==> src/rtl/alu_serial_shifter.sv <==
// ============================================================================
// Module  : alu_serial_shifter
// Brief   : Bit-serial SLL/SRL/SRA unit with valid/ready handshakes.
//           Optional rotate-right on op 11 when SHIFTER_ROR_EN is defined.
// Revision: 1.0 - initial release
// ============================================================================
`default_nettype none

module alu_serial_shifter #(
    parameter int DATA_W = 32,
    parameter int SA_W   = 5
) (
    input  logic              clk,
    input  logic              rst_n,
    input  logic              in_valid,
    output logic              in_ready,
    input  logic [1:0]        op_in,
    input  logic [DATA_W-1:0] data_in,
    input  logic [SA_W-1:0]   sa_in,
    input  logic              flush_in,
    output logic              out_valid,
    input  logic              out_ready,
    output logic [DATA_W-1:0] result_out
);

    typedef enum logic [1:0] {
        IDLE  = 2'd0,
        SHIFT = 2'd1,
        DONE  = 2'd2
    } state_t;

    localparam logic [1:0]      OP_SLL   = 2'b00;
    localparam logic [1:0]      OP_SRL   = 2'b01;
    localparam logic [1:0]      OP_SRA   = 2'b10;
    localparam logic [1:0]      OP_ROR   = 2'b11;
    localparam logic [SA_W-1:0] CNT_ONE  = SA_W'(1);
    localparam logic [SA_W-1:0] CNT_ZERO = '0;

    state_t            state;
    state_t            state_next;
    logic [SA_W-1:0]   count;
    logic [SA_W-1:0]   count_next;
    logic [1:0]        op;
    logic [1:0]        op_next;
    logic [DATA_W-1:0] work;
    logic [DATA_W-1:0] work_next;
    logic [DATA_W-1:0] result;
    logic [DATA_W-1:0] result_next;
    logic [DATA_W-1:0] step;

    // One-bit shift of the working register for the latched operation.
    always_comb begin
        step = {1'b0, work[DATA_W-1:1]};
        case (op)
            OP_SLL: step = {work[DATA_W-2:0], 1'b0};
            OP_SRL: step = {1'b0, work[DATA_W-1:1]};
            OP_SRA: step = {work[DATA_W-1], work[DATA_W-1:1]};
            OP_ROR: begin
`ifdef SHIFTER_ROR_EN
                step = {work[0], work[DATA_W-1:1]};
`else
                step = {1'b0, work[DATA_W-1:1]};
`endif
            end
            default: step = {1'b0, work[DATA_W-1:1]};
        endcase
    end

    always_comb begin
        state_next  = state;
        count_next  = count;
        op_next     = op;
        work_next   = work;
        result_next = result;

        if (flush_in) begin
            // Abort wins over everything; the last delivered result stays visible.
            state_next = IDLE;
        end else begin
            case (state)
                IDLE: begin
                    if (in_valid) begin
                        op_next    = op_in;
                        work_next  = data_in;
                        count_next = sa_in;
                        if (sa_in == CNT_ZERO) begin
                            state_next  = DONE;
                            result_next = data_in;
                        end else begin
                            state_next = SHIFT;
                        end
                    end
                end
                SHIFT: begin
                    work_next  = step;
                    count_next = count - CNT_ONE;
                    if (count == CNT_ONE) begin
                        state_next  = DONE;
                        result_next = step;
                    end
                end
                DONE: begin
                    if (out_ready) begin
                        state_next = IDLE;
                    end
                end
                default: state_next = IDLE;
            endcase
        end
    end

    always_ff @(posedge clk or negedge rst_n) begin
        if (!rst_n) begin
            state  <= IDLE;
            count  <= '0;
            op     <= OP_SLL;
            work   <= '0;
            result <= '0;
        end else begin
            state  <= state_next;
            count  <= count_next;
            op     <= op_next;
            work   <= work_next;
            result <= result_next;
        end
    end

    assign in_ready   = (state == IDLE);
    assign out_valid  = (state == DONE);
    assign result_out = result;

endmodule

`default_nettype wire

==> config.mk <==
export PLATFORM = sky130hd
export DESIGN_NAME = alu_serial_shifter
export DESIGN_NICKNAME = d
export VERILOG_FILES = /design/src/rtl/alu_serial_shifter.sv
export SDC_FILE = /design/constraint.sdc
export NUM_CORES = 1
export LEC_CHECK = 0
export CORE_MARGIN = 5
export CORE_UTILIZATION = 45
export DETAILED_ROUTE_END_ITERATION = 12
export DONT_BUFFER_PORTS = 1
export SYNTH_ARGS = -nofsm -noshare
export SYNTH_HDL_FRONTEND = slang
export SYNTH_SLANG_ARGS = --single-unit
==> constraint.sdc <==
create_clock -name clk -period 2.3 [get_ports clk]
set_input_delay 0.69 -clock clk [delete_from_list [all_inputs] [get_ports clk]]
set_output_delay 0.69 -clock clk [all_outputs]
set_load 0.005 [all_outputs]
==> impl_metrics.ini, run 1 <==
[drt]
ant_nets = 0
wirelength_um = 7410
vias = 2219
post_drt_wl_per_cell_um = 18.1
vias_per_cell = 5.41
dr.pass1.iters = 4
route.detailed.drc = 0
drt_iter0_markers = 45

[clocking]
htree_levels = 3
cts_tree = yes
cts_sinks = 73
cts-resized-gates = 0
ctsHoldBuffers = 0
clk_pin_slew_ps = 90
cts_setup_buffers = 0
cts_buffers = 9
clockRootBuffer = clkbuf_8
clk_path_buf_depth = 2
clkLatencyLatePin_ps = 340

[power]
p_leak_nw = 1.85
ir_drop_mv = 0.690
p_per_area_nw_per_um2 = 1510

[synthesis]
ys_seq_area_share_pct = 49.6
netlist_area_um2 = 3680
synth_cell_type_count = 33
ys.flop_type = dfrtp_1
ys_ff_latch = 73
synth-edff-count = 0
yosys.area.top_type = dfrtp_1
ys_warn_count = 0
yosysTopAreaCellShare_pct = 49.6
synth_nets = 348
syn_area_per_cell_um2 = 12.2
yosys-top-cells-area = dfrtp_1 50%, mux2_4 12%, mux2_2 11%, mux2i_1 9.0%, o21ai_0 4.9%
ys_async_sr_fraction_pct = 100
syn-instance-count = 302

[cells_and_area]
area_growth_pct = 9.14
fill_cells = 762
fin_nets = 346
diodes = 0
final_common_cell = dfrtp_1
finalInstanceArea_um2 = 4020
final_cell_mix = 73 x dfrtp_1, 36 x nand2_1, 36 x o21ai_0
drive_above_1_share_pct = 30.2
utilization_pct = 49.7

[min_path]
holdCritPathClass = input pin to async pin

[outcome]
outcome = finished, final reports clean

[global_routing]
overflow = 0
antenna_found_initial = 0
grt_max_degree = 74
grt_usage_pct = 15.2
grt_pass1_vias = 2420
grt_pass1_wl_um = 12100

[floorplan]
die-area_um2 = 10100
ioPinCount = 78
die_x_um = 100
start_util_pct = 45.5
num_rows = 33
fp.dieH_um = 100
core-area_um2 = 8090

[timing]
relSlewSlack_pct = 60.6
period_needed_ps = 1850
fin_crit_sh_pct = 80.4
worst_slew_pin_slew_ps = 583
setup_viol = 0
tns_ps = 0
maxSlewViolCount = 0
rsz0062_at_grt = false
timing.fmax_mhz = 540
finalHoldViolations = 0
skew_ps = 15.8

[critical_path]
timing.rr.start = state[1]
crit_required_ps = 2520
crit_fanout = 32
rr_endpoint = result_out[25]
critPathLaunchType = flop
rrSetupSlack_ps = 450
crit_path_end_kind = flop
rr_worst_depth = 5
critical_path_class = flop to flop
cp.arrival_ps = 2070

[placement]
post_dp_cell_area_um2 = 3790
hpwl_um = 5070
gp_congestion = 0.798
io_buffer_count = 0

[run]
maxCapViolations = 0
==> final cells by class <==
class / count / area (um^2) / share of cell area, %
flip-flops and latches: 73 / 1830 / 45.5
multi-input cells: 204 / 1740 / 43.3
clock buffers: 12 / 155 / 3.86
well taps: 105 / 131 / 3.27
clock inverters: 4 / 73.8 / 1.84
repair buffers: 6 / 70.1 / 1.74
inverters: 6 / 22.5 / 0.560
==> through the flow <==
step | hold slack [ps] | total power [mW] | std cells | worst slack (ps)
after floorplan | 394 | 4.42 | 302 | 228
after global placement | 397 | 4.89 | 394 | 180
after detailed placement | 397 | 4.97 | 394 | 151
after CTS | 17.8 | 6.15 | 410 | 440
after global routing | 14.0 | 6.50 | 410 | 388
final | 34.2 | 6.05 | 410 | 450
==> Yosys cell counts, types with 2 or more instances <==
master / count
buf_2: 9
dfrtp_1: 73
inv_1: 6
ha_1: 2
clkbuf_1: 7
nand2_1: 36
mux2_4: 29
nor2_1: 8
buf_6: 3
mux2_2: 35
a21oi_1: 4
o21ai_0: 36
mux2i_1: 33
nor3_1: 2
==> how the worst max path moves through the flow <==
stage,start,to,slack (ps)
after floorplan,sa_in[1],result_out[0],230
after global placement,sa_in[1],result_out[9],180
after detailed placement,sa_in[1],result_out[14],150
after CTS,state[1],result_out[25],440
after global routing,state[0],result_out[25],390
final,state[1],result_out[25],450
==> critical path, cell delays in order, from the launching register on <==
cell and delay (ps):
dfrtp_1 480, nand2b_2 240, a31o_2 260, o311ai_4 80, buf_12 300, mux2_2 360
==> cells by family after synthesis <==
group	Yosys count	share of synthesized area (%)
buffers and inverters	25	3.47
AO/OA/AOI/OAI	52	8.46
AND/OR/NAND/NOR	53	6.29
adder cells (fa/ha/maj)	2	0.679
flip-flops	73	49.6
multiplexers	97	31.5
==> report_power, final <==
part           leakage, nW  switching (mW)  total [mW]  internal (mW)
registers            0.884           0.571        2.50           1.93
clock network        0.117           0.480        1.15          0.674
logic                0.847            1.04        2.39           1.35
total                 1.85            2.09        6.05           3.96
==> registers in the layout (all words and copies together) (netlist names) <==
name,cells
result_out,32
work,32
count,5
op,2
state,2
==> layer usage <==
layer	vias up	global-route usage (%)	wire length, um
met5	-	0	0
met4	0	5.39	82
met3	8	4.91	501
met1	1085	19.1	3240
met2	56	24.8	3580
li1	1070	-	-
Note: power is estimated with default switching activity, not from simulation.
==> inputs of run 2 (changes only) <==
==> constraint.sdc (replaced) <==
create_clock -name clk -period 1.7 [get_ports clk]
set_input_delay 0.51 -clock clk [delete_from_list [all_inputs] [get_ports clk]]
set_output_delay 0.51 -clock clk [all_outputs]
set_load 0.005 [all_outputs]
==> impl_metrics.ini, run 2 (synthesis results as in run 1) <==
[power]
p_sw_mw = 2.97
power_mw = 8.81
pwr-share-clk_pct = 20.3
pwr-share-seq_pct = 38.4
p_leak_nw = 1.98
pwr-share-comb_pct = 41.3
p_per_area_nw_per_um2 = 2050
switching_share_pct = 33.7
p_int_mw = 5.84
ir_drop_mv = 0.798

[drt]
drt_iter0_markers = 62
wirelength_um = 7850
dr.pass1.iters = 4
post_drt_wl_per_cell_um = 18.3
route.detailed.drc = 0
vias_per_cell = 5.38
ant_nets = 0
vias = 2307

[cells_and_area]
diodes = 0
fin_nets = 365
drive_above_1_share_pct = 36.1
final_cell_mix = 72 x dfrtp_1, 36 x nand2_1, 36 x o21ai_0
area_growth_pct = 16.5
fill_cells = 722
final_cells = 429
utilization_pct = 53.0
seqCellArea_um2 = 1830
finalInstanceArea_um2 = 4290
multiInputGateArea_um2 = 1770
final_common_cell = dfrtp_1

[floorplan]
die_x_um = 100
ioPinCount = 78
die-area_um2 = 10100
fp.dieH_um = 100
num_rows = 33
start_util_pct = 45.5
core-area_um2 = 8090

[critical_path]
max_stage_delay_ps = 390
critPathLaunchType = flop
crit_path_end_kind = flop
critical_path_class = flop to flop
crit_required_ps = 1920
cp.arrival_ps = 1910
crit_fanout = 7
crit_path_cell_trace = buf_4, nor2_4, o21a_4, o311ai_4, buf_12, clkbuf_16, mux2_4
cp_slowest_cell = dfrtp_1

[timing]
period_needed_ps = 1680
tns_ps = 0
setup_viol = 0
whs_ps = -149
worst_slew_pin_slew_ps = 369
finalWorstSetupSlack_ps = 17.8
timing.fmax_mhz = 594
relSlewSlack_pct = 75.3
maxSlewViolCount = 0
skew_ps = 10.7
finalHoldViolations = 73
fin_crit_sh_pct = 99.0

[placement]
io_buffer_count = 0
gp_congestion = 0.795
hpwl_um = 5310
dp.cells = 405
post_dp_cell_area_um2 = 3880
dpl_worst_slack_ps = -264

[clocking]
clockRootBuffer = clkbuf_8
cts_tree = yes
htree_levels = 3
cts_buffers = 9
clk_path_buf_depth = 2
clkLatencyLatePin_ps = 340
cts_sinks = 73
clk_pin_slew_ps = 90

[global_routing]
grt_max_degree = 74
grt_pass1_wl_um = 12500
antenna_found_initial = 0
grt_usage_pct = 15.8
grt_pass1_vias = 2445
overflow = 0

[outcome]
outcome = finished with violations
violations = hold timing

[min_path]
holdCritPathClass = input pin to async pin

[run]
maxCapViolations = 0
run 2: cell count changes in the layout (fill, tap and decap cells not counted), moves of 2 or more:
cell,previous run,this run
buf_12,2,4
bufinv_16,2,4
nor2_1,7,5
clkinvlp_4,0,3
clkbuf_16,0,2
clkbuf_8,11,9
buf_4,4,18
run 2: worst max-delay path, delay by kind of cell, from the launching register on:
kind            cells  cell delay (ps)
compound gates      2              280
mux                 1              290
buf+inv             3              490
flops               1              390
simple gates        1              120
run 2: metal layers:
metal / up-vias / global-route usage, % / part of all wire, %
li1: 1114 / - / -
met1: 1137 / 20.5 / 44
met2: 49 / 24.6 / 48
met3: 7 / 5.12 / 6.6
met4: 0 / 6.22 / 0.68
met5: - / 0 / 0
run 2: repair_timing:
item / in CTS / in global routing
pin swaps: 0 / 1
gates cloned: 0 / 2
endpoints found under the setup margin: 1 / 49
hold endpoints to repair: 73 / 73
gates resized for setup: 0 / 9
buffers inserted: 1 / 5
run 2: path summary, 6_finish.rpt:
check,slack [ps],end,cells past startpoint,startpoint
min in group clk,250,state[1],1,out_ready
max reg2reg,20,result_out[22],7,state[1]
min reg2reg,510,work[0],1,work[0]
max,20,result_out[22],7,state[1]
max in group asynchronous,1700,state[0],0,rst_n
min,-150,result_out[30],0,rst_n
run 2: layout make-up:
class,count,area share (%)
Sequential cell,73,42.6
Clock inverter,7,3.32
Inverter,6,0.525
Tap cell,105,3.06
Multi-Input combinational cell,204,41.2
Timing Repair Buffer,25,6.44
Clock buffer,9,2.89
run 2: power by group through the flow:
stage          sequential, mW  combinational (mW)  clock [mW]
2_1_floorplan            3.13                2.85           0
3_3_place_gp             3.39                3.38           0
3_5_place_dp             3.40                3.48           0
4_1_cts                  3.38                3.49        1.84
5_1_grt                  3.50                4.01        1.91
6_report                 3.38                3.64        1.79
